--- src/rtl/image_loader.sv ---
// Deserialises the binarised image and the first-layer 3x3 filter bank from a
// byte stream while the top-level FSM sits in its load state.
module image_loader #(
    parameter int IMG_DIM   = 28,
    parameter int N_FILTERS = 8,
    parameter int BUS_W     = 8
) (
    input  logic                                clk,
    input  logic                                rst_n,
    input  logic [2:0]                          state,
    input  logic [BUS_W-1:0]                    data_in,
    input  logic                                data_valid,
    output logic                                ready,
    output logic [IMG_DIM-1:0][IMG_DIM-1:0]     pixels,
    output logic [N_FILTERS-1:0][2:0][2:0]      weights,
    output logic                                load_done
);

    localparam logic [2:0] S_LOAD     = 3'b001;
    localparam int PIX_BITS    = IMG_DIM * IMG_DIM;
    localparam int WGT_BITS    = N_FILTERS * 9;
    localparam int PIX_BYTES   = PIX_BITS / BUS_W;
    localparam int WGT_BYTES   = WGT_BITS / BUS_W;
    localparam int TOTAL_BYTES = PIX_BYTES + WGT_BYTES;
    localparam int CNT_W       = $clog2(TOTAL_BYTES);
    localparam int PIX_AW      = $clog2(PIX_BITS);
    localparam int WGT_AW      = $clog2(WGT_BITS);

    logic [CNT_W-1:0]    r_byte_cnt;
    logic                r_load_done;
    logic [PIX_BITS-1:0] r_pix;
    logic [WGT_BITS-1:0] r_wgt;

    logic                w_accept;
    logic                w_in_pix;
    logic                w_last;
    logic [CNT_W-1:0]    w_wgt_idx;
    logic [PIX_AW-1:0]   w_pix_base;
    logic [WGT_AW-1:0]   w_wgt_base;

    assign ready     = (state == S_LOAD) && !r_load_done;
    assign w_accept  = ready && data_valid;
    assign w_in_pix  = r_byte_cnt < CNT_W'(PIX_BYTES);
    assign w_last    = r_byte_cnt == CNT_W'(TOTAL_BYTES - 1);
    assign w_wgt_idx = r_byte_cnt - CNT_W'(PIX_BYTES);

    // The packed output layouts put pixels[r][c] at flat bit r*IMG_DIM+c and
    // weights[f][i][j] at f*9+i*3+j, i.e. exactly the linear stream index, so
    // a byte landing across a row or filter boundary needs no special decode.
    assign w_pix_base = PIX_AW'(r_byte_cnt) * PIX_AW'(BUS_W);
    assign w_wgt_base = WGT_AW'(w_wgt_idx) * WGT_AW'(BUS_W);

    // NOTE: sequential state uses non-blocking assignments so every register
    // samples the pre-edge values of its neighbours, matching the hardware.
    always_ff @(posedge clk) begin
        if (!rst_n) begin
            // NOTE: the image and filter arrays are real registers whose
            // cleared state is observable, so they are reset like any other
            // state; a mid-load reset must leave no stale bits behind.
            r_byte_cnt  <= '0;
            r_load_done <= 1'b0;
            r_pix       <= '0;
            r_wgt       <= '0;
        end else if (w_accept) begin
            if (w_in_pix) begin
                r_pix[w_pix_base +: BUS_W] <= data_in;
            end else begin
                r_wgt[w_wgt_base +: BUS_W] <= data_in;
            end
            if (w_last) begin
                r_load_done <= 1'b1;
            end else begin
                r_byte_cnt <= r_byte_cnt + CNT_W'(1);
            end
        end
    end

    assign pixels    = r_pix;
    assign weights   = r_wgt;
    assign load_done = r_load_done;

endmodule
--- config.mk ---
export PLATFORM = sky130hd
export DESIGN_NAME = image_loader
export DESIGN_NICKNAME = d
export VERILOG_FILES = /design/src/rtl/image_loader.sv
export SDC_FILE = /design/constraint.sdc
export NUM_CORES = 2
export LEC_CHECK = 0
export CAP_MARGIN = 0
export CELL_PAD_IN_SITES_DETAIL_PLACEMENT = 0
export CELL_PAD_IN_SITES_GLOBAL_PLACEMENT = 2
export CORE_MARGIN = 2
export CORE_UTILIZATION = 27
export DETAILED_ROUTE_END_ITERATION = 6
export PLACE_DENSITY_LB_ADDON = 0.3
export SLEW_MARGIN = 20
export SYNTH_ARGS = -nofsm -noshare
export SYNTH_HDL_FRONTEND = slang
export SYNTH_SLANG_ARGS = --single-unit
--- constraint.sdc ---
create_clock -name clk -period 3.1 [get_ports clk]
set_input_delay 0.465 -clock clk [delete_from_list [all_inputs] [get_ports clk]]
set_output_delay 0.465 -clock clk [all_outputs]
set_load 0.02 [all_outputs]
After elaboration in Yosys (flattened, before gate mapping)
Cells that the tools add are included.
Storage, ports and cells
  flip-flop bits (word level): 864
Cells by class
  multiplexer cells: 2
  $add $sub $neg: 4
  equality and inequality tests: 2
  shift operators: 4
  reduce and logical (&&, ||, !) cells: 7
  magnitude comparators: 1
  bitwise operators: 2
Operators by type and width (count)
  bitwise mux 784 bit: 1
  variable shift 8 x 12 -> 784 bit (first input constant): 1
  variable part select 8 x 12 -> 784 bit: 1
  bitwise mux 72 bit: 1
  variable shift 8 x 9 -> 72 bit (first input constant): 1
  variable part select 8 x 9 -> 72 bit: 1
  negation 10 -> 12 bit: 1
  negation 7 -> 9 bit: 1
  AND reduction 2 bit: 4
  adder 7 x 1 -> 7 bit (second input constant): 1
  equality test 7 bit (second input constant): 1
  less-than comparator 7 bit (second input constant): 1
  subtractor 4 x 2 -> 4 bit (second input constant): 1
  equality test 3 x 1 -> 1 bit (second input constant): 1
  logical AND 1 bit: 2
  inverter 1 bit: 2
  logical NOT 1 bit: 1

Longest topological paths before layout
  word-level depth: 4
  mapped depth: 11
  gate-level depth less buffers: 7

Worst setup path before layout
No wires, ideal clock.
  path type: register -> register
  start: reg r_byte_cnt[0]
  end: reg r_pix[544], in the netlist pixels[544]
  data required time: 3.028 ns
  period minus slack after synthesis: 3.005 ns
  cell stages (with the launch flop): 11
  setup time: 0.072 ns
  setup slack: 0.095 ns
  data arrival time: 2.934 ns
  path through: dfxtp_1 > clkbuf_1 > inv_1 > ha_1 > buf_2 > nor3b_1 > xnor2_1 > nand2_1 > buf_2 > nor3_2 > mux2i_1
On the way
  longest elaborated chain between the ends: 3
  elaborated cells between the ends (all ways): 6
Ends and longest elaborated chain
  from (decl): RTL line 29  | logic [CNT_W-1:0] r_byte_cnt;
  from (signal assigned): RTL line 73  | r_byte_cnt <= r_byte_cnt + CNT_W'(1);
  negation 10 -> 12 bit: RTL line 66  | r_pix[w_pix_base +: BUS_W] <= data_in;
  variable part select 8 x 12 -> 784 bit or variable shift 8 x 12 -> 784 bit (tied branches): RTL line 66
  bitwise mux 784 bit: RTL line 66
  to (signal, indexed assignment): RTL line 66
  to (decl): RTL line 31  | logic [PIX_BITS-1:0] r_pix;
Parallel ways exist; a longest one is shown, timed or not.
A chain may end at the register's enable or synchronous reset.

Worst setup path in the final report
  start: reg r_load_done, in the netlist load_done
  end: out ready
On the way
  longest elaborated chain between the ends: 2
Ends and longest elaborated chain
  from (decl): RTL line 30  | logic r_load_done;
  from (signal assigned): RTL line 61  | r_load_done <= 1'b0;
  from (signal assigned): RTL line 71  | r_load_done <= 1'b1;
  logical NOT 1 bit: RTL line 41  | assign ready = (state == S_LOAD) && !r_load_done;
  logical AND 1 bit: RTL line 41
  to (decl): RTL line 13  | output logic ready,
Every way passes these cells.

==> qor.csv <==
stage,metric,value,unit
run_status,status,completed,
synth,ys_async_sr_fraction,0,
floorplanning,fp.dieW,356,µm
floorplanning,io_pins,872,
global_route,antenna_found_initial,13,
timing,timing.fmax,0.336,GHz
setup_path,cp_max_fo,4,
layout,stdcell_count,6076,
clock_tree,root_buffer,clkbuf_16,
synth,syn-cell-area,33400,µm²
clock_tree,cts.sinks,864,
floorplanning,die_area,127000,µm²
setup_path,reg2regPathDepth,7,
place,gp_congestion,0.827,
detailed_routing,wirelength,157,mm
timing,slew_headroom,0.229,
clock_tree,postCtsHoldBufs,0,
detailed_routing,drt_iter0_markers,1784,
worst_hold_path,hold_path.startpoint,rst_n,
clock_tree,clk_pin_slew,0.06,ns
synth,ys.flop_type,dfxtp_1,
global_route,grt_pass1_wl,217,mm
global_route,global_route.usage.met2,0.396,
detailed_routing,firstDrtPassIters,5,
timing,finClkSkew,0.0327,ns
place,io_buffers,871,
global_route,grt.total_usage,0.238,
global_route,grt_use_met3,0.0556,
synth,synthCells,3320,
worst_hold_path,hold_path_depth,2,
setup_path,arrival,2.51,ns
layout,fin_nets,4376,
timing,timing.final.ws_setup,0.127,ns
timing,worstMarginPinSlew,1.16,ns
pwr,worst_ir_drop_vdd,0.000417,V
floorplanning,die_height,356,µm
setup_path,worst_setup_path_end_kind,output pin,
place,hpwlAfterDp,117,mm
timing,fin_crit_sh,0.959,
synth,synth-edff-count,0,
global_route,top_usage_layer,met2,
setup_path,max_stage_delay,0.68,ns
synth,yosys_warnings,0,
clock_tree,clk_latency,0.69,ns
synth,synth_cell_types,69,
place,placedCellCount,5885,
timing,fin_tns_setup,0,ns
setup_path,critPathKind,reg2out,
clock_tree,cts_made_buffers,101,
timing,hold_viol_final,0,
detailed_routing,wl_per_cell,25.9,µm
synth,ys_seq_elements,864,
clock_tree,cts_tree,done,
pwr,p_per_area,486,nW/µm²
place,place_ws,-0.0713,ns
run,max_cap_violations,0,
global_route,grt_max_degree,227,
global_route,met1_usage,0.299,
setup_path,worstSetupStartpoint,load_done,
global_route,first_global_vias,27800,
floorplanning,num_rows,129,
detailed_routing,final_antenna_net_count,0,
detailed_routing,viasPerCell,4.64,
worst_hold_path,hold_class,in2reg,
layout,area_growth,48.3,%
detailed_routing,drc,0,
synth,ys_seq_area_frac,0.518,
timing,slew_viol_final,0,
layout,drive_above_1_share,0.129,
floorplanning,fp.coreArea,123000,µm²
clock_tree,htree_levels,3,
global_route,grt_overflow_total,0,
floorplanning,initial_utilization,0.271,
setup_path,cp-start-kind,flop,
setup_path,r2r-start,r_byte_cnt[1],
detailed_routing,num_vias,28200,
pwr,power.leakage,18.0,nW
timing,period_needed,2.97,ns
setup_path,crit_chain,"or4b_4, inv_2, buf_4, clkdlybuf4s50_1",
setup_path,worstPathRequired,2.63,ns
timing,rsz0062_at_grt,yes,
timing,report.final.setup_viol,0,
setup_path,cp_slowest_cell,clkdlybuf4s50_1,
synth,synth.avg_cell_area,10.1,µm²
synth,syn_nets,3345,
clock_tree,clk_path_buf_depth,3,
[stage by stage]
stage	power, mW	utilization	cell area [µm²]	hold slack (ns)
after global routing	24.8	0.402	49600	0.154
after detailed placement	12.0	0.374	46100	0.445
final	24.1	0.402	49600	0.187
after CTS	24.4	0.402	49500	0.114
after global placement	12.0	0.374	46100	0.441
after floorplan	11.7	-	33400	0.533
[repair_timing]
item | 4_1_cts | 5_1_grt
pin swaps | 0 | 1
setup buffers | 0 | 0
endpoints found under the setup margin | 25 | 166
gates resized for setup | 2 | 4
[kinds of logic after synthesis]
kind of cell,after synthesis,share of synthesized area
AOI/OAI and AO/OA,108,0.0282
xor gates and xnor gates,15,0.00461
adders and majority gates,11,0.00412
buffers and inverters,222,0.0271
DFF,864,0.518
muxes,783,0.235
and+or+nand+nor,1317,0.184
[layout by cell type, fill, tap and decap left out, types with 11 or more instances in the layout]
cell type        netlist  routed
nand2_1              958     949
clkdlybuf4s50_1        0     870
dfxtp_1              864     864
mux2i_1              781     781
buf_4                  3     219
nor2_1               110     107
clkbuf_16              0     101
nand3_1               54      52
buf_12                 0      50
nor3_4                43      44
a32o_1                30      30
clkbuf_1             168      29
clkbuf_8               0      28
nor2_2                23      26
and2_1                19      19
nand4_1               19      19
o2bb2ai_1             16      16
clkinv_2               0      14
nor3_2                10      13
nor4_2                11      13
and3_1                12      12
ha_1                  11      11
[final cells by class]
class / count / area [µm²]
Inverter: 9 / 33.8
Antenna cell: 4 / 10.0
Multi-Input combinational cell: 2234 / 15400
Clock buffer: 158 / 3020
Timing Repair Buffer: 1141 / 11400
Fill cell: 12200 / 73800
Clock inverter: 29 / 397
Tap cell: 1637 / 2050
Sequential cell: 864 / 17300
[Yosys cell counts, drive strengths merged (11+ instances only)]
master / instances / area [µm²]
nand2: 958 / 3600
dfxtp: 864 / 17300
mux2i: 782 / 7830
clkbuf: 168 / 631
nor2: 134 / 568
nand3: 60 / 330
nor3: 59 / 830
buf: 45 / 240
a32o: 30 / 300
and2: 19 / 119
nand4: 19 / 119
nor4: 19 / 203
o2bb2ai: 16 / 140
a31o: 15 / 131
and3: 12 / 75.1
ha: 11 / 138
[critical path: cells and delay by family (launching register included)]
family	cells	cell delay (ns)
buf+inv	3	0.89
simple gates	1	0.60
flops	1	0.34
[final timing paths]
path / endpoint / slack (ns)
setup / recovery: ready / 0.13
hold / removal: pixels[398] / 0.19
setup reg to reg: pixels[395] / 0.14
hold reg to reg: pixels[188] / 0.45
[layer usage]
layer / share of wire / wire (µm)
met3: 0.064 / 10100
met4: 0.038 / 5950
met5: 0 / 0
met2: 0.47 / 74300
met1: 0.43 / 67000
[flip-flops by register name (all words and copies together) (netlist names)]
register,cells
load_done,1
pixels,784
r_byte_cnt,7
weights,72
[report_power, final]
| group | switching, mW | internal, mW | total, mW |
|---|---|---|---|
| clock network | 5.02 | 7.28 | 12.3 |
| logic | 0.514 | 0.137 | 0.651 |
| registers | 0.00193 | 11.1 | 11.1 |
| total | 5.54 | 18.5 | 24.1 |
(Power assumes the default switching activity.)
